--- src/rtl/pmem_rd_arbiter_pkg.sv ---
// Shared owner encoding and sizing helper for the packet-memory read arbiter.
// Owner tags travel through the tag FIFO as a single bit.
package pmem_rd_arbiter_pkg;

  typedef enum logic {
    OWN_CPU = 1'b0,
    OWN_FWD = 1'b1
  } owner_e;

  localparam int DEF_ADDR_WIDTH = 9;
  localparam int DEF_DATA_WIDTH = 64;
  localparam int DEF_TAG_DEPTH  = 4;
  localparam int DEF_MAX_BURST  = 8;

  // Bits needed to hold values 0..n-1 (minimum 1).
  function automatic int ptr_w(input int n);
    int w;
    w = 1;
    while ((1 << w) < n) w = w + 1;
    return w;
  endfunction

endpackage

--- src/rtl/pmem_rd_arbiter_if.sv ---
// Requester and packet-memory signals of the read arbiter, bundled per side.
// slave = arbiter view; master = requesters plus memory.
interface pmem_rd_arbiter_if #(
  parameter int ADDR_WIDTH = 9,
  parameter int DATA_WIDTH = 64
);
  logic                  cpu_rd_en;
  logic [ADDR_WIDTH-1:0] cpu_addr;
  logic                  cpu_gnt;
  logic [DATA_WIDTH-1:0] cpu_data;
  logic                  cpu_data_vld;

  logic                  fwd_rd_en;
  logic [ADDR_WIDTH-1:0] fwd_addr;
  logic                  fwd_burst;
  logic                  fwd_gnt;
  logic [DATA_WIDTH-1:0] fwd_data;
  logic                  fwd_data_vld;

  logic                  mem_rd_en;
  logic [ADDR_WIDTH-1:0] mem_addr;
  logic [DATA_WIDTH-1:0] mem_data;
  logic                  mem_data_vld;
  logic                  rsp_err;

  modport slave (
    input  cpu_rd_en, cpu_addr, fwd_rd_en, fwd_addr, fwd_burst, mem_data, mem_data_vld,
    output cpu_gnt, cpu_data, cpu_data_vld, fwd_gnt, fwd_data, fwd_data_vld,
           mem_rd_en, mem_addr, rsp_err
  );

  modport master (
    output cpu_rd_en, cpu_addr, fwd_rd_en, fwd_addr, fwd_burst, mem_data, mem_data_vld,
    input  cpu_gnt, cpu_data, cpu_data_vld, fwd_gnt, fwd_data, fwd_data_vld,
           mem_rd_en, mem_addr, rsp_err
  );
endinterface

--- src/rtl/pmem_rd_arbiter_tag_fifo.sv ---
// Generic small FIFO holding in-flight read owner tags; DEPTH must be a power of 2.
// Registered full/empty; push while full and pop while empty are ignored.
module pmem_tag_fifo
  import pmem_rd_arbiter_pkg::*;
#(
  parameter int WIDTH = 1,
  parameter int DEPTH = 4
) (
  input  logic             i_clk,
  input  logic             i_rst_n,
  input  logic             i_push,
  input  logic [WIDTH-1:0] i_push_dat,
  input  logic             i_pop,
  output logic [WIDTH-1:0] o_pop_dat,
  output logic             o_full,
  output logic             o_empty
);
  localparam int PW = ptr_w(DEPTH);
  localparam int CW = ptr_w(DEPTH + 1);

  logic [WIDTH-1:0] r_mem [DEPTH];
  logic [PW-1:0]    r_wr_ptr;
  logic [PW-1:0]    r_rd_ptr;
  logic [CW-1:0]    r_count;
  logic             w_push;
  logic             w_pop;

  assign o_full    = (r_count == CW'(DEPTH));
  assign o_empty   = (r_count == '0);
  assign w_push    = i_push && !o_full;
  assign w_pop     = i_pop && !o_empty;
  assign o_pop_dat = r_mem[r_rd_ptr];

  always_ff @(posedge i_clk) begin
    if (!i_rst_n) begin
      r_wr_ptr <= '0;
      r_rd_ptr <= '0;
      r_count  <= '0;
    end else begin
      if (w_push) r_wr_ptr <= r_wr_ptr + PW'(1);
      if (w_pop)  r_rd_ptr <= r_rd_ptr + PW'(1);
      case ({w_push, w_pop})
        2'b10:   r_count <= r_count + CW'(1);
        2'b01:   r_count <= r_count - CW'(1);
        default: r_count <= r_count;
      endcase
    end
  end

  // Storage needs no reset: only entries between the pointers are ever read.
  always_ff @(posedge i_clk) begin
    if (w_push) r_mem[r_wr_ptr] <= i_push_dat;
  end

endmodule

--- src/rtl/pmem_rd_arbiter.sv ---
// Shares the packet-memory read port between CPU and forwarder; responses return in issue order.
// Grant is combinational, memory request one cycle later, data one cycle after mem_data_vld; no grant while tags are full.
module pmem_rd_arbiter
  import pmem_rd_arbiter_pkg::*;
#(
  parameter int ADDR_WIDTH = DEF_ADDR_WIDTH,
  parameter int DATA_WIDTH = DEF_DATA_WIDTH,
  parameter int TAG_DEPTH  = DEF_TAG_DEPTH,
  parameter int CPU_PRIO   = 0,
  parameter int MAX_BURST  = DEF_MAX_BURST
) (
  input  logic             i_clk,
  input  logic             i_rst_n,
  pmem_rd_arbiter_if.slave io_bus
);
  localparam int BW = ptr_w(MAX_BURST + 1);

  owner_e                r_last_owner;
  logic                  r_last_burst;
  logic [BW-1:0]         r_burst_cnt;
  logic                  r_mem_rd_en;
  logic [ADDR_WIDTH-1:0] r_mem_addr;
  logic [DATA_WIDTH-1:0] r_cpu_data;
  logic [DATA_WIDTH-1:0] r_fwd_data;
  logic                  r_cpu_data_vld;
  logic                  r_fwd_data_vld;
  logic                  r_rsp_err;

  logic                  w_full;
  logic                  w_empty;
  logic                  w_lock;
  logic                  w_burst_max;
  logic                  w_cpu_sel;
  logic                  w_cpu_gnt;
  logic                  w_fwd_gnt;
  logic                  w_push;
  owner_e                w_push_own;
  logic                  w_pop;
  logic                  w_pop_dat;
  owner_e                w_pop_own;

  assign w_lock      = (r_last_owner == OWN_FWD) && r_last_burst;
  assign w_burst_max = (r_burst_cnt == BW'(MAX_BURST));

  always_comb begin
    w_cpu_sel = 1'b0;
    if (io_bus.cpu_rd_en) begin
      if (!io_bus.fwd_rd_en)  w_cpu_sel = 1'b1;
      else if (w_lock)        w_cpu_sel = w_burst_max;
      else if (CPU_PRIO != 0) w_cpu_sel = 1'b1;
      else                    w_cpu_sel = (r_last_owner == OWN_FWD);
    end
  end

  assign w_cpu_gnt  = !w_full && w_cpu_sel;
  assign w_fwd_gnt  = !w_full && io_bus.fwd_rd_en && !w_cpu_sel;
  assign w_push     = w_cpu_gnt || w_fwd_gnt;
  assign w_push_own = w_fwd_gnt ? OWN_FWD : OWN_CPU;
  assign w_pop      = io_bus.mem_data_vld && !w_empty;
  assign w_pop_own  = owner_e'(w_pop_dat);

  pmem_tag_fifo #(
    .WIDTH (1),
    .DEPTH (TAG_DEPTH)
  ) u_tag_fifo (
    .i_clk      (i_clk),
    .i_rst_n    (i_rst_n),
    .i_push     (w_push),
    .i_push_dat (w_push_own),
    .i_pop      (w_pop),
    .o_pop_dat  (w_pop_dat),
    .o_full     (w_full),
    .o_empty    (w_empty)
  );

  always_ff @(posedge i_clk) begin
    if (!i_rst_n) begin
      r_last_owner   <= OWN_FWD;
      r_last_burst   <= 1'b0;
      r_burst_cnt    <= '0;
      r_mem_rd_en    <= 1'b0;
      r_mem_addr     <= '0;
      r_cpu_data     <= '0;
      r_fwd_data     <= '0;
      r_cpu_data_vld <= 1'b0;
      r_fwd_data_vld <= 1'b0;
      r_rsp_err      <= 1'b0;
    end else begin
      r_mem_rd_en <= w_push;
      if (w_cpu_gnt)      r_mem_addr <= io_bus.cpu_addr;
      else if (w_fwd_gnt) r_mem_addr <= io_bus.fwd_addr;

      // The grant that opens a burst counts toward MAX_BURST.
      if (w_cpu_gnt) begin
        r_last_owner <= OWN_CPU;
        r_last_burst <= 1'b0;
        r_burst_cnt  <= '0;
      end else if (w_fwd_gnt) begin
        r_last_owner <= OWN_FWD;
        r_last_burst <= io_bus.fwd_burst;
        if (!io_bus.fwd_burst)  r_burst_cnt <= '0;
        else if (!w_burst_max)  r_burst_cnt <= r_burst_cnt + BW'(1);
      end

      r_cpu_data_vld <= w_pop && (w_pop_own == OWN_CPU);
      r_fwd_data_vld <= w_pop && (w_pop_own == OWN_FWD);
      if (w_pop && (w_pop_own == OWN_CPU)) r_cpu_data <= io_bus.mem_data;
      if (w_pop && (w_pop_own == OWN_FWD)) r_fwd_data <= io_bus.mem_data;

      if (io_bus.mem_data_vld && w_empty) r_rsp_err <= 1'b1;
    end
  end

  assign io_bus.cpu_gnt      = w_cpu_gnt;
  assign io_bus.fwd_gnt      = w_fwd_gnt;
  assign io_bus.mem_rd_en    = r_mem_rd_en;
  assign io_bus.mem_addr     = r_mem_addr;
  assign io_bus.cpu_data     = r_cpu_data;
  assign io_bus.cpu_data_vld = r_cpu_data_vld;
  assign io_bus.fwd_data     = r_fwd_data;
  assign io_bus.fwd_data_vld = r_fwd_data_vld;
  assign io_bus.rsp_err      = r_rsp_err;

endmodule

--- src/flat_wrapper.sv ---
// flat-port wrapper written by rule: the top's interface ports become plain ports
module pmem_rd_arbiter_flat import pmem_rd_arbiter_pkg::*;
#(
  parameter int ADDR_WIDTH = DEF_ADDR_WIDTH,
  parameter int DATA_WIDTH = DEF_DATA_WIDTH,
  parameter int TAG_DEPTH  = DEF_TAG_DEPTH,
  parameter int CPU_PRIO   = 0,
  parameter int MAX_BURST  = DEF_MAX_BURST
)
  (i_clk, i_rst_n, io_bus_cpu_rd_en, io_bus_cpu_addr, io_bus_fwd_rd_en, io_bus_fwd_addr, io_bus_fwd_burst, io_bus_mem_data, io_bus_mem_data_vld, io_bus_cpu_gnt, io_bus_cpu_data, io_bus_cpu_data_vld, io_bus_fwd_gnt, io_bus_fwd_data, io_bus_fwd_data_vld, io_bus_mem_rd_en, io_bus_mem_addr, io_bus_rsp_err);
  pmem_rd_arbiter_if #(.ADDR_WIDTH(ADDR_WIDTH), .DATA_WIDTH(DATA_WIDTH)) io_bus_i ();
  input  logic i_clk;
  input  logic i_rst_n;
  input wire logic [$bits(io_bus_i.cpu_rd_en)-1:0] io_bus_cpu_rd_en;
  input wire logic [$bits(io_bus_i.cpu_addr)-1:0] io_bus_cpu_addr;
  input wire logic [$bits(io_bus_i.fwd_rd_en)-1:0] io_bus_fwd_rd_en;
  input wire logic [$bits(io_bus_i.fwd_addr)-1:0] io_bus_fwd_addr;
  input wire logic [$bits(io_bus_i.fwd_burst)-1:0] io_bus_fwd_burst;
  input wire logic [$bits(io_bus_i.mem_data)-1:0] io_bus_mem_data;
  input wire logic [$bits(io_bus_i.mem_data_vld)-1:0] io_bus_mem_data_vld;
  output wire logic [$bits(io_bus_i.cpu_gnt)-1:0] io_bus_cpu_gnt;
  output wire logic [$bits(io_bus_i.cpu_data)-1:0] io_bus_cpu_data;
  output wire logic [$bits(io_bus_i.cpu_data_vld)-1:0] io_bus_cpu_data_vld;
  output wire logic [$bits(io_bus_i.fwd_gnt)-1:0] io_bus_fwd_gnt;
  output wire logic [$bits(io_bus_i.fwd_data)-1:0] io_bus_fwd_data;
  output wire logic [$bits(io_bus_i.fwd_data_vld)-1:0] io_bus_fwd_data_vld;
  output wire logic [$bits(io_bus_i.mem_rd_en)-1:0] io_bus_mem_rd_en;
  output wire logic [$bits(io_bus_i.mem_addr)-1:0] io_bus_mem_addr;
  output wire logic [$bits(io_bus_i.rsp_err)-1:0] io_bus_rsp_err;
  assign io_bus_i.cpu_rd_en = io_bus_cpu_rd_en;
  assign io_bus_i.cpu_addr = io_bus_cpu_addr;
  assign io_bus_i.fwd_rd_en = io_bus_fwd_rd_en;
  assign io_bus_i.fwd_addr = io_bus_fwd_addr;
  assign io_bus_i.fwd_burst = io_bus_fwd_burst;
  assign io_bus_i.mem_data = io_bus_mem_data;
  assign io_bus_i.mem_data_vld = io_bus_mem_data_vld;
  assign io_bus_cpu_gnt = io_bus_i.cpu_gnt;
  assign io_bus_cpu_data = io_bus_i.cpu_data;
  assign io_bus_cpu_data_vld = io_bus_i.cpu_data_vld;
  assign io_bus_fwd_gnt = io_bus_i.fwd_gnt;
  assign io_bus_fwd_data = io_bus_i.fwd_data;
  assign io_bus_fwd_data_vld = io_bus_i.fwd_data_vld;
  assign io_bus_mem_rd_en = io_bus_i.mem_rd_en;
  assign io_bus_mem_addr = io_bus_i.mem_addr;
  assign io_bus_rsp_err = io_bus_i.rsp_err;
  pmem_rd_arbiter #(.ADDR_WIDTH(ADDR_WIDTH), .DATA_WIDTH(DATA_WIDTH), .TAG_DEPTH(TAG_DEPTH), .CPU_PRIO(CPU_PRIO), .MAX_BURST(MAX_BURST)) u_core (.i_clk(i_clk), .i_rst_n(i_rst_n), .io_bus(io_bus_i));
endmodule
--- config.mk ---
export PLATFORM = sky130hd
export DESIGN_NAME = pmem_rd_arbiter_flat
export DESIGN_NICKNAME = d
export VERILOG_FILES = /design/src/rtl/pmem_rd_arbiter_pkg.sv /design/src/rtl/pmem_rd_arbiter_if.sv /design/src/rtl/pmem_rd_arbiter_tag_fifo.sv /design/src/rtl/pmem_rd_arbiter.sv /design/src/flat_wrapper.sv
export SDC_FILE = /design/constraint.sdc
export NUM_CORES = 1
export LEC_CHECK = 0
export CAP_MARGIN = 20
export CORE_ASPECT_RATIO = 0.8
export CORE_MARGIN = 8
export CORE_UTILIZATION = 45
export CTS_CLUSTER_DIAMETER = 120
export DETAILED_ROUTE_END_ITERATION = 8
export PLACE_DENSITY = 0.81
export SLEW_MARGIN = 20
export SYNTH_ARGS = -nofsm -noshare
export SYNTH_HDL_FRONTEND = slang
export SYNTH_SLANG_ARGS = --single-unit
--- constraint.sdc ---
create_clock -name i_clk -period 3.4 [get_ports i_clk]
set_clock_uncertainty 0.05 [all_clocks]
set_input_delay 0.34 -clock i_clk [delete_from_list [all_inputs] [get_ports i_clk]]
set_output_delay 0.34 -clock i_clk [all_outputs]
set_load 0.005 [all_outputs]
* Yosys cells after proc, flatten, opt, wreduce, memory -nomap -nowiden
Memories as Yosys holds them, arrays and structs flattened. A register that Yosys moved wholly into a read port is not among the register bits. Index checks and enable logic that the tools add are counted.
Cells by class: $add $sub $neg 5, eq/ne operators 5, multiplexer cells 15, bitwise operators 2, reductions and logical operators 19
Operators by type and width (number):
- $mux W9 | 2
- $logic_and A1 B1 Y1 | 10
- $mux W1 | 8
- $mux W4 | 2
- $pmux W3 S2 | 1
- $add A2 B1 Y2 const B | 2
- $add A4 B1 Y4 const B | 1
- $eq A4 B4 Y1 const B | 1
- $mux W2 | 2
- $reduce_bool A2 Y1 | 2
- $add A3 B1 Y3 const B | 1
- $eq A3 B3 Y1 const B | 1
- $logic_not A1 Y1 | 3
- $logic_not A3 Y1 | 1
- $sub A3 B1 Y3 const B | 1
- $eq A2 B1 Y1 const B | 1
- $eq A2 B2 Y1 const B | 1
- $ne A2 B2 Y1 const B | 1
- $not A1 Y1 | 2
- $reduce_and A2 Y1 | 1
- $reduce_or A2 Y1 | 1
- $logic_or A1 B1 Y1 | 1
Storage, ports and cells: register bits after elaboration 154, RAM bits 4, bits of input ports 88, word-level logic and storage cells 60, memories kept 1
Memory list:
- u_core.u_tag_fifo.r_mem | words 4, bits a word 1, rd ports 1, clocked after memory_dff 1, wr ports 1, RTL line pmem_rd_arbiter_tag_fifo.sv:21 | logic [WIDTH-1:0] r_mem [DEPTH];

* Logic depth before layout (Yosys ltp)
Gate-level depths: netlist (run 1).
word-level depth 10, depth in mapped cells 9, mapped depth without buffers 9

* Modules after synthesis
Synthesis (run 1) repeated with hierarchy kept, for this count alone.
Unflattened totals: cell total of the unflattened synthesis 729, area total of the unflattened synthesis 6258.5 sq um
Modules (own cells, without submodules):
- pmem_rd_arbiter | times used 1, cells each 670, area each 5621.6 sq um, sequential area each 2942.8 sq um
- pmem_tag_fifo | times used 1, cells each 59, area each 636.9 sq um, sequential area each 300.3 sq um

* Least setup slack after synthesis (run 1)
No wires, ideal clock.
kind flip-flop to flip-flop, start point register u_core.u_tag_fifo.r_count[2], end point register u_core.u_tag_fifo.r_count[2], arrival time 2.238 ns, path slack 1.036 ns, cell stages (with the launch flop) 10, path buffers 0, cell sequence dfxtp_1 nor3b_2 nor2_1 inv_2 ha_1 inv_1 fa_1 xor2_1 or3_1 a21boi_0
Between the ends: cells in the longest elaborated chain, start to end 8, elaborated cells between the ends (all ways) 17
Ends and longest elaborated chain:
- start, declared | RTL line pmem_rd_arbiter_tag_fifo.sv:24 | logic [CW-1:0] r_count;
- start signal, assigned | RTL line pmem_rd_arbiter_tag_fifo.sv:43 | 2'b10: r_count <= r_count + CW'(1);
- start signal, assigned | RTL line pmem_rd_arbiter_tag_fifo.sv:44 | 2'b01: r_count <= r_count - CW'(1);
- start signal, assigned | RTL line pmem_rd_arbiter_tag_fifo.sv:45 | default: r_count <= r_count;
- $eq A3 B3 Y1 | RTL line pmem_rd_arbiter_tag_fifo.sv:28 | assign o_full = (r_count == CW'(DEPTH));
- $logic_not A1 Y1 | RTL line pmem_rd_arbiter_tag_fifo.sv:30, pmem_rd_arbiter.sv:55, pmem_rd_arbiter.sv:56
- $logic_and A1 B1 Y1 (2 in series) | RTL line pmem_rd_arbiter.sv:56 | assign w_fwd_gnt = !w_full && io_bus.fwd_rd_en && !w_cpu_sel;
- $logic_or A1 B1 Y1 | RTL line pmem_rd_arbiter.sv:57 | assign w_push = w_cpu_gnt || w_fwd_gnt;
- $logic_and A1 B1 Y1 | RTL line pmem_rd_arbiter_tag_fifo.sv:30 | assign w_push = i_push && !o_full;
- $eq A2 B1 Y1 or $eq A2 B2 Y1 (tied branches) | RTL line pmem_rd_arbiter_tag_fifo.sv:42 | case ({w_push, w_pop})
- $pmux W3 S2 or $reduce_bool A2 Y1 (tied branches)
Parallel ways exist; a longest one is shown, timed or not. A chain may end at the register's enable or synchronous reset.

* Final worst setup path (run 1)
start point register u_core.r_burst_cnt[0], end point output port io_bus_fwd_gnt
Between the ends: cells in the longest elaborated chain, start to end 6
Ends and longest elaborated chain:
- start, declared | RTL line pmem_rd_arbiter.sv:20 | logic [BW-1:0] r_burst_cnt;
- start signal, assigned | RTL line pmem_rd_arbiter.sv:102 | else if (!w_burst_max) r_burst_cnt <= r_burst_cnt + BW'(1);
- $eq A4 B4 Y1 | RTL line pmem_rd_arbiter.sv:43 | assign w_burst_max = (r_burst_cnt == BW'(MAX_BURST));
- $mux W1 | RTL line pmem_rd_arbiter.sv:49 | else if (w_lock) w_cpu_sel = w_burst_max;
- $mux W1 | RTL line pmem_rd_arbiter.sv:48 | if (!io_bus.fwd_rd_en) w_cpu_sel = 1'b1;
- $mux W1 | RTL line pmem_rd_arbiter.sv:47 | if (io_bus.cpu_rd_en) begin
- $logic_not A1 Y1 | RTL line pmem_rd_arbiter.sv:56
- $logic_and A1 B1 Y1 | RTL line pmem_rd_arbiter.sv:56
- end, declared | RTL line flat_wrapper.sv:24 | output wire logic [$bits(io_bus_i.fwd_gnt)-1:0] io_bus_fwd_gnt;
No other way between the ends.

==> flow_summary_export.csv, run 1 <==
group,metric,value,unit
clock_tree,htree_levels,4,
timing,fin_tns_setup,0,ps
critical_path,path_max_fanout,8,
hold_path,hold_class,"input pin to flip-flop",
run,max_cap_viol_count,0,
place,dpl.hpwl,13150,um
critical_path,crit_path_end_kind,"output port",
critical_path,start_kind,"flip-flop",
timing,fin_crit,2770,ps
floorplanning,rows,38,
place,portBuffers,230,
detailed_routing,drcViolationCount,0,
critical_path,reg2reg_slack,680,ps
yosys,seq_area_frac_synth,51.16,%
yosys,syn_nets,807,
yosys,synth_top_family_by_area,"simple AND/OR/NAND/NOR gates",
clock_tree,cts_buffers,17,
grt,gr-usage-all-layers,20.22,%
detailed_routing,vias,5526,
grt,grt_pass1_vias,5310,
clock_tree,hold_buffers,0,
timing,slew_headroom,50.80,%
grt,use_met2,31.92,%
clock_tree,cts_num_sinks,160,
power_and_ir_drop,peakVddDrop,0.4812,mV
finish,final_util,68.16,%
floorplanning,start_util,46.45,%
yosys,yosys.area.top_type_share,49.27,%
grt,grt_max_degree,54,
finish,diodes,0,
floorplanning,die_w,148.7,um
power_and_ir_drop,power.density,673.2,nW/um^2
yosys,synth-compound-area-share,19.60,%
critical_path,crit_required,3010,ps
timing,fin_crit_sh,81.48,%
grt,use_met3,8.784,%
place,gp_congestion,0.8039,
timing,drv_slew,0,
yosys,synth-main-ff-cell,"dfxtp_1",
detailed_routing,drtIter0Drc,287,
finish,area_growth,46.74,%
clock_tree,clock_path_buffers,2,
timing,setup_viol,0,
critical_path,cp.arrival,2380,ps
detailed_routing,via_per_inst,4.947,
yosys,synth_fa_ha_area_share,1.698,%
clock_tree,post_cts_resized,0,
yosys,postSynthCellCount,711,
yosys,synth.distinct_cells,44,
timing,max_slew.worst_pin.slew,738.0,ps
critical_path,crit_type,"flip-flop to output port",
clock_tree,worstSkewPairLatency,410,ps
yosys,yosysMostFrequentCell,"nand2_1",
grt,grt_pass1_wl,29010,um
grt,antenna_found_initial,0,
detailed_routing,routed_wl,18710,um
floorplanning,die_area,18160,um^2
yosys,synth.cells.most_frequent,"262 x nand2_1, 156 x dfxtp_1, 128 x a21boi_1",
timing,worst_slack,629.8,ps
grt,top_usage_layer,"met2",
yosys,synth_seq_cells,160,
yosys,asyncSetResetFlopFracSynth,0,%
yosys,syn_avg_cell_area,8.915,um^2
finish,fin_nets,1020,
place,post-place-ws,663.5,ps
clock_tree,path_clk_slew,60,ps
yosys,syn_area,6339,um^2
floorplanning,coreArea,13650,um^2
floorplanning,io_pins,231,
finish,layout-drive-gt1-share,5.229,%
power_and_ir_drop,p_leak,3.346,nW
yosys,muxShareOfSynthArea,0.6909,%
clock_tree,post_cts_buffers,0,
yosys,synth_xor_area_share,0.6909,%
detailed_routing,post_drt_wl_per_cell,16.75,um
yosys,synth_edf_count,4,
yosys,synthTopCellsByArea,"dfxtp_1 49%, nand2_1 16%, a21boi_1 15%",
yosys,synth-warning-count,0,
clock_tree,ctsRootBufferMaster,"clkbuf_16",
detailed_routing,drtPass1Iterations,7,
run_status,status,"finished, final reports clean",
yosys,synth_simple_gate_area_share,20.35,%
floorplanning,die-height,122.2,um
timing,timing.fmax,361.0,MHz
grt,grt_use_met1,24.72,%
yosys,yosysTopAreaCell,"dfxtp_1",
detailed_routing,drtAntennaViolNets,0,
timing,grt_setup_unrepaired,"false",
grt,grt_overflow_total,0,
power_and_ir_drop,fin_total_pwr,6.262,mW
timing,finalHoldViolations,0,
clock_tree,cts_tree,"done",
==> through the flow <==
step | cells | cell area, um^2 | hold slack, ps
floorplan | 711 | 6339 | 401.4
global placement | 1085 | 8678 | 389.4
detailed placement | 1085 | 8678 | 394.2
CTS | 1117 | 9301 | 336.2
global route | 1117 | 9301 | 347.5
finish | 1117 | 9301 | 347.3
==> final timing paths <==
path                                      from                      endpoint  depth (start not counted)
setup / recovery         u_core.r_burst_cnt[0]                io_bus_fwd_gnt                          6
hold / removal                         i_rst_n    u_core.io_bus.cpu_data[28]                          2
setup reg to reg  u_core.u_tag_fifo.r_count[2]  u_core.u_tag_fifo.r_count[2]                          9
hold reg to reg     u_core.io_bus.cpu_data[46]    u_core.io_bus.cpu_data[46]                          2
==> sequential cells by signal (all words and copies together) (netlist names), named ones only <==
| register | flops |
|---|---|
| u_core.io_bus.fwd_data_vld | 1 |
| u_core.io_bus.rsp_err | 1 |
| u_core.io_bus.cpu_data | 64 |
| u_core.r_last_burst | 1 |
| u_core.u_tag_fifo.r_count | 3 |
| u_core.r_burst_cnt | 4 |
| u_core.io_bus.cpu_data_vld | 1 |
| u_core.io_bus.mem_addr | 9 |
| u_core.r_last_owner | 1 |
| u_core.u_tag_fifo.r_wr_ptr | 2 |
| u_core.io_bus.mem_rd_en | 1 |
| u_core.io_bus.fwd_data | 64 |
| u_core.u_tag_fifo.r_mem | 4 |
| u_core.u_tag_fifo.r_rd_ptr | 2 |
==> logic make-up (layout without fill, tap and decap cells) <==
logic type	count (synthesis)	count (layout)
AOI/OAI and AO/OA	165	165
xor gates and xnor gates	5	5
adders and majority gates	8	8
buffers and inverters	58	284
DFF	160	160
muxes	3	3
and+or+nand+nor	312	312
==> cell type report <==
cell class / instances / area (um^2)
fillers: 1122 / 4344
flip-flops and latches: 160 / 3243
multi-input cells: 493 / 2736
repair buffers: 241 / 2432
clock buffers: 24 / 471.7
well taps: 180 / 225.2
clock inverters: 8 / 151.4
inverters: 11 / 41.29
==> power breakdown <==
group | internal, mW | switching, mW
Combinational | 0.944 | 0.894
Sequential | 2.22 | 0.187
Clock | 1.27 | 0.738
Total | 4.44 | 1.82
==> worst max-delay path, stage by stage, from the launching register on <==
cell and delay [ps]:
dfxtp_1 360, inv_1 90, ha_1 230, nand3b_1 160
a21oi_1 120, nor2_1 400, clkdlybuf4s50_1 610
==> cell usage in the layout, fill, tap and decap left out, types with 2 or more instances in the layout <==
master	n
inv_2	2
o21ai_0	5
xnor2_1	4
edfxtp_1	4
clkinv_4	2
ha_1	7
o32ai_1	3
dfxtp_1	156
a21oi_1	5
a21boi_1	128
a21boi_0	10
inv_1	9
nand3_1	10
and3_1	2
nand2_1	262
nor2_1	5
clkbuf_1	5
clkdlybuf4s50_1	229
bufinv_16	4
nand2b_1	4
a22oi_1	8
buf_12	4
clkbuf_8	2
nor2b_1	3
and2_1	12
clkbuf_16	17
nand3b_1	2
and3b_1	2
buf_4	8
==> metal layers <==
| metal | up-vias | part of all wire, % |
|---|---|---|
| li1 | 2751 | - |
| met1 | 2566 | 43 |
| met2 | 195 | 45 |
| met3 | 14 | 11 |
| met4 | 0 | 0.97 |
| met5 | - | 0 |
Note: power is estimated with default switching activity, not from simulation.
==> run 2: changes to the inputs <==
Settings changed: CORE_UTILIZATION 45 to 40, PLACE_DENSITY 0.81 to 0.76.
Clock period 3.4 ns to 2.25 ns, I/O delays scaled along.
==> run 2 against run 1 <==
- sequential power increased by 50%
- combinational power is 59% higher
- flip-flop and latch count stayed put
- register-to-register slack got worse by 580 ps
- final cell count rose by 4.4%
- hold slack got worse by 160 ps
- wire length shrank 0.83%
- clock power increased by 45%
- die area rose by 11%
- critical path depth increased by 3
- worst setup slack worse by 530 ps
- non-clock buffer count rose by 14
==> flow_summary_export.csv, run 2 (synthesis gave the netlist of run 1 again) <==
group,metric,value,unit
run_status,status,"finished, final reports clean",
grt,grt_pass1_vias,5370,
timing,drv_slew,0,
timing,setup_viol,0,
finish,final_util,60.49,%
clock_tree,clock_path_buffers,2,
finish,final_cell_mix,"262 x nand2_1, 227 x clkdlybuf4s50_1, 155 x dfxtp_1",
critical_path,reg2reg_to,"u_core.u_tag_fifo.r_count[2]",
detailed_routing,drtIter0Drc,301,
timing,fin_crit,2153,ps
grt,antenna_found_initial,0,
critical_path,reg2reg_from,"u_core.u_tag_fifo.r_count[1]",
timing,timing.fmax,464.4,MHz
finish,fin_nets,1034,
floorplanning,die_area,20160,um^2
clock_tree,htree_levels,4,
critical_path,cp.arrival,2440,ps
detailed_routing,drcViolationCount,0,
detailed_routing,routed_wl,18560,um
place,dpl.hpwl,13190,um
clock_tree,hold_buffers,0,
clock_tree,cts_tree,"done",
place,gp_congestion,0.8529,
detailed_routing,post_drt_wl_per_cell,15.92,um
grt,grt_max_degree,80,
floorplanning,start_util,40.51,%
floorplanning,coreArea,15650,um^2
critical_path,crit_path_end_kind,"flip-flop",
clock_tree,cts_num_sinks,160,
timing,fin_tns_setup,0,ps
grt,gr-usage-all-layers,17.96,%
finish,area_growth,49.31,%
timing,finalHoldViolations,0,
grt,grt_overflow_total,0,
timing,fin_crit_sh,95.69,%
hold_path,worstHoldPathCells,2,
timing,grt_setup_unrepaired,"false",
hold_path,hold_class,"input pin to flip-flop",
floorplanning,die-height,128.6,um
clock_tree,ctsRootBufferMaster,"clkbuf_16",
power_and_ir_drop,power.density,998.5,nW/um^2
power_and_ir_drop,p_leak,3.426,nW
detailed_routing,drtAntennaViolNets,0,
floorplanning,io_pins,231,
detailed_routing,vias,5573,
power_and_ir_drop,peakVddDrop,0.6377,mV
floorplanning,die_w,156.7,um
floorplanning,rows,41,
clock_tree,worstSkewPairLatency,420,ps
finish,layout-drive-gt1-share,7.361,%
run,max_cap_viol_count,0,
hold_path,hold_start,"i_rst_n",
critical_path,crit_type,"flip-flop to flip-flop",
detailed_routing,drtPass1Iterations,5,
detailed_routing,via_per_inst,4.780,
clock_tree,path_clk_slew,70,ps
timing,max_slew.worst_pin.slew,427.5,ps
critical_path,start_kind,"flip-flop",
grt,grt_pass1_wl,28570,um
critical_path,path_max_fanout,2,
critical_path,crit_required,2530,ps
place,portBuffers,230,
clock_tree,cts_buffers,17,
critical_path,worstRegToRegCells,9,
timing,slew_headroom,71.10,%
hold_path,hold_end,"u_core.io_bus.cpu_data[34]",
power_and_ir_drop,fin_total_pwr,9.450,mW
finish,final_common_cell,"nand2_1",
finish,diodes,0,
critical_path,reg2reg_slack,100,ps
## run 2: changes by cell type in the layout (fill, tap and decap cells not counted), sizes merged, moves of 2 or more
cell	delta
clkdlybuf4s50	-2
clkinvlp	+3
bufinv	-2
buf	+14
inv	+5
clkbuf	-6
## run 2: how the worst max path moves through the flow
stage / from / to / slack (ps) / cells after the start
after floorplan: u_core.u_tag_fifo.r_count[1] / u_core.u_tag_fifo.r_count[2] / 20 / 9
after CTS: u_core.r_burst_cnt[0] / io_bus_fwd_gnt / 10 / 6
final: u_core.u_tag_fifo.r_count[1] / u_core.u_tag_fifo.r_count[2] / 100 / 9
after detailed placement: io_bus_cpu_rd_en / u_core.u_tag_fifo.r_count[2] / -130 / 10
after global routing: u_core.u_tag_fifo.r_count[1] / u_core.u_tag_fifo.r_count[2] / 10 / 9
after global placement: io_bus_cpu_rd_en / u_core.u_tag_fifo.r_count[2] / -70 / 10
## run 2: routing by layer
layer  wire length, um  track usage (%)  part of all wire (%)
met1              8255            22.26                    44
met2              8062            27.76                    43
met3              2029            8.110                    11
met4               209            5.020                   1.1
met5                 0                0                     0
## run 2: stage by stage
step	worst slack [ps]	hold slack, ps	area, um^2	instances
after floorplan	20.54	309.8	6356	711
final	96.91	184.0	9464	1166
after CTS	12.43	177.2	9462	1166
after detailed placement	-130.8	393.9	8862	1133
after global routing	11.64	191.2	9464	1166
after global placement	-70.12	389.4	8862	1133
## run 2: area by class of cell
class                   instances  area (um^2)
fillers                      1371         6182
flip-flops and latches        160         3244
multi-input cells             493         2750
repair buffers                255         2564
clock buffers                  18        439.2
well taps                     215        269.0
clock inverters                14        153.9
inverters                      11        43.79
## run 2: critical path: stages, from the launching register on
cell	delay [ps]
dfxtp_1	340
nor3b_4	270
nor2_4	80
inv_4	50
ha_1	160
inv_1	70
fa_1	420
xor2_1	150
or3_1	310
a21boi_0	170
## run 2: repair_timing
| item | CTS | global route |
|---|---|---|
| resized for setup | 1 | 1 |
| endpoints found under the setup margin | 2 | 1 |
| setup buffers | 1 | 0 |
| pin swaps | 0 | 1 |
## run 2: power breakdown
group / internal, mW / total [mW] / switching, mW
registers: 3.36 / 3.62 / 0.259
clock network: 1.68 / 2.91 / 1.23
logic: 1.52 / 2.92 / 1.40
==> run 3: changes to the inputs <==
Settings changed: ABC_AREA set to 1, CORE_UTILIZATION 40 to 39.
==> run 3 against run 2 <==
- via count is 1.7% lower
- non-clock buffer count increased by 1
- highest routed layer unchanged
- synthesized cell count grew 1.7%
- die area is 3.4% lower
- power increased by 8.3%
- fmax grew 2.1%
- largest cell class unchanged
==> flow_summary_export.csv, run 3 <==
group,metric,value,unit
clock_tree,worstSkewPairLatency,410,ps
critical_path,critPathSlowestCell,"fa_2",
floorplanning,start_util,39.72,%
clock_tree,htree_levels,4,
clock_tree,cts_buffers,17,
critical_path,crit_chain,"inv_1 -> ha_1 -> nand2_1 -> nor2_2 -> nand2_1 -> nand3_2 -> nand3_2 -> nand2_1 -> clkinv_2 -> ha_1 -> inv_1 -> fa_2 -> a21oi_2 -> o21ai_1 -> o21ai_1 -> a21oi_1",
clock_tree,clock_path_buffers,2,
floorplanning,io_pins,231,
power_and_ir_drop,p_clk_share,28.3,%
yosys,syn_avg_cell_area,8.222,um^2
yosys,synth.distinct_cells,27,
run,max_cap_viol_count,0,
yosys,seq_area_frac_synth,54.56,%
clock_tree,cts_num_sinks,160,
finish,final_cell_mix,"227 x clkdlybuf4s50_1, 155 x dfxtp_1, 116 x o21ai_0",
yosys,postSynthCellCount,723,
finish,area_growth,52.73,%
critical_path,start_kind,"flip-flop",
finish,final_cell_area,9079,um^2
detailed_routing,drtAntennaViolNets,0,
place,place_area,8453,um^2
finish,seq_area,3244,um^2
yosys,synth_edf_count,4,
yosys,yosys.area.top_type_share,52.54,%
floorplanning,die-height,126.4,um
detailed_routing,drtIter0Drc,390,
yosys,synth.cells.most_frequent,"156 x dfxtp_1, 118 x o21ai_0, 114 x a21oi_1",
power_and_ir_drop,power_frac_seq,38.5,%
grt,grt_pass1_wl,27880,um
finish,fillers,1286,
critical_path,crit_family,"adder cells",
finish,fin_nets,1046,
detailed_routing,drcViolationCount,0,
grt,grt_overflow_total,0,
clock_tree,hold_buffers,0,
hold_path,hold_class,"input pin to flip-flop",
grt,grt_pass1_vias,5224,
critical_path,cp.arrival,2360,ps
timing,drv_slew,0,
clock_tree,path_clk_slew,60,ps
grt,gr-usage-all-layers,17.72,%
finish,multi_input_area,2093,um^2
power_and_ir_drop,power_switching,3.062,mW
floorplanning,die_w,154.0,um
grt,grt_max_degree,83,
timing,setup_viol,0,
yosys,synth-main-ff-cell,"dfxtp_1",
critical_path,crit_required,2500,ps
power_and_ir_drop,power_frac_comb,33.2,%
timing,grt_setup_unrepaired,"true",
yosys,syn_area,5944,um^2
power_and_ir_drop,p_leak,3.772,nW
timing,fin_crit_sh,93.74,%
detailed_routing,vias,5478,
grt,antenna_found_initial,0,
critical_path,path_max_fanout,2,
timing,slew_headroom,72.09,%
timing,whs,85.65,ps
detailed_routing,routed_wl,17480,um
timing,timing.fmax,474.1,MHz
timing,fin_crit,2109,ps
critical_path,crit_path_end_kind,"flip-flop",
yosys,asyncSetResetFlopFracSynth,0,%
run_status,status,"finished, final reports clean",
finish,layout-drive-gt1-share,7.692,%
floorplanning,rows,40,
critical_path,crit_buf_inv,3,
detailed_routing,post_drt_wl_per_cell,15.18,um
power_and_ir_drop,internal_power,7.169,mW
yosys,yosysTopAreaCell,"dfxtp_1",
critical_path,slowest_delay,350,ps
critical_path,crit_type,"flip-flop to flip-flop",
yosys,yosysMostFrequentCell,"dfxtp_1",
yosys,syn_nets,819,
detailed_routing,via_per_inst,4.755,
power_and_ir_drop,power.density,1127,nW/um^2
clock_tree,cts_tree,"done",
critical_path,worst_path_most_repeated_cell,"nand2_1",
yosys,synth-warning-count,0,
floorplanning,die_area,19470,um^2
timing,max_slew.worst_pin.slew,418.2,ps
timing,finalHoldViolations,0,
place,portBuffers,230,
power_and_ir_drop,peakVddDrop,0.6191,mV
yosys,synthTopCellsByArea,"dfxtp_1 53%, o21ai_0 9.9%, a21oi_1 9.6%",
place,dpl.hpwl,12560,um
place,gp_congestion,0.7709,
finish,final_common_cell,"clkdlybuf4s50_1",
power_and_ir_drop,swShare,29.93,%
yosys,synth_seq_cells,160,
detailed_routing,drtPass1Iterations,4,
clock_tree,ctsRootBufferMaster,"clkbuf_16",
floorplanning,coreArea,14960,um^2
[run 3: cell types whose count changed in the layout (fill, tap and decap cells not counted), moves of 20 or more]
cell	before	now
o21ai_1	0	20
nand2_1	262	34
inv_1	9	85
a21oi_1	5	113
a21boi_1	128	0
nor2_1	4	95
o21ai_0	5	116
[run 3: cell families (layout without fill, tap and decap cells)]
kind of cell             after synthesis  after routing  synth area share (%)
buffers and inverters                140            379                 10.42
AO/OA/AOI/OAI                        252            252                 21.53
XOR/XNOR                               2              2                0.2947
flip-flops                           160            160                 54.56
AND/OR/NAND/NOR                      161            161                 11.39
adder cells (fa/ha/maj)                8              8                 1.810
other                                  0              1                     0
[run 3: worst reg2reg max path, delay by kind of cell (launching register included)]
family          cells  cell delay (ps)
buf+inv             3              170
flops               1              330
simple gates        6              440
compound gates      4              380
fa+ha+maj           3              660
[run 3: stage by stage]
step | instances | setup WS, ps | util (%) | power [mW] | TNS, ps
CTS | 1149 | 5.004 | 60.47 | 10.32 | 0
global placement | 1118 | 28.18 | 56.49 | 7.317 | 0
floorplan | 723 | 7.164 | - | 5.408 | 0
finish | 1152 | 140.9 | 60.67 | 10.23 | 0
global route | 1151 | -23.14 | 60.65 | 10.86 | -23.14
detailed placement | 1118 | -0.4343 | 56.49 | 7.390 | -0.4343
[run 3: layer usage]
layer / vias to the layer above / global-route usage (%) / part of all wire, % / wire length (um)
met5: - / 0 / 0 / 0
met4: 0 / 6.671 / 2.2 / 386
met3: 22 / 6.142 / 6.1 / 1065
met2: 164 / 28.45 / 47 / 8205
met1: 2479 / 21.58 / 45 / 7827
li1: 2813 / - / - / -
[run 3: layout make-up]
cell class	instances	share of cell area (%)
diodes	1	0.02756
flip-flops and latches	160	35.74
inverters	92	3.831
clock buffers	19	4.768
well taps	189	2.605
repair buffers	256	28.18
clock inverters	12	1.792
multi-input cells	423	23.06
[run 3: what timing repair did]
| item | in CTS | in global routing |
|---|---|---|
| pin swaps | 0 | 3 |
| buffers inserted | 0 | 2 |
| resized for setup | 3 | 6 |
| setup endpoints to repair | 2 | 2 |
| endpoints found under the hold margin | 0 | 0 |
[run 3: final timing paths]
check                        startpoint                            to  slack [ps]  depth (start not counted)
setup / recovery  u_core.r_burst_cnt[0]  u_core.u_tag_fifo.r_count[2]         140                         16
hold / removal                  i_rst_n           u_core.r_last_owner          90                          2
setup reg to reg  u_core.r_burst_cnt[0]  u_core.u_tag_fifo.r_count[2]         140                         16
hold reg to reg     u_core.r_last_burst           u_core.r_last_burst         420                          2
[run 3: power by group through the flow]
stage	Clock, mW	Sequential, mW	Combinational, mW
after floorplan	0	4.04	1.36
after global placement	0	3.96	3.36
after detailed placement	0	3.98	3.41
after CTS	2.95	3.94	3.43
after global routing	3.11	4.03	3.73
final	2.90	3.94	3.40
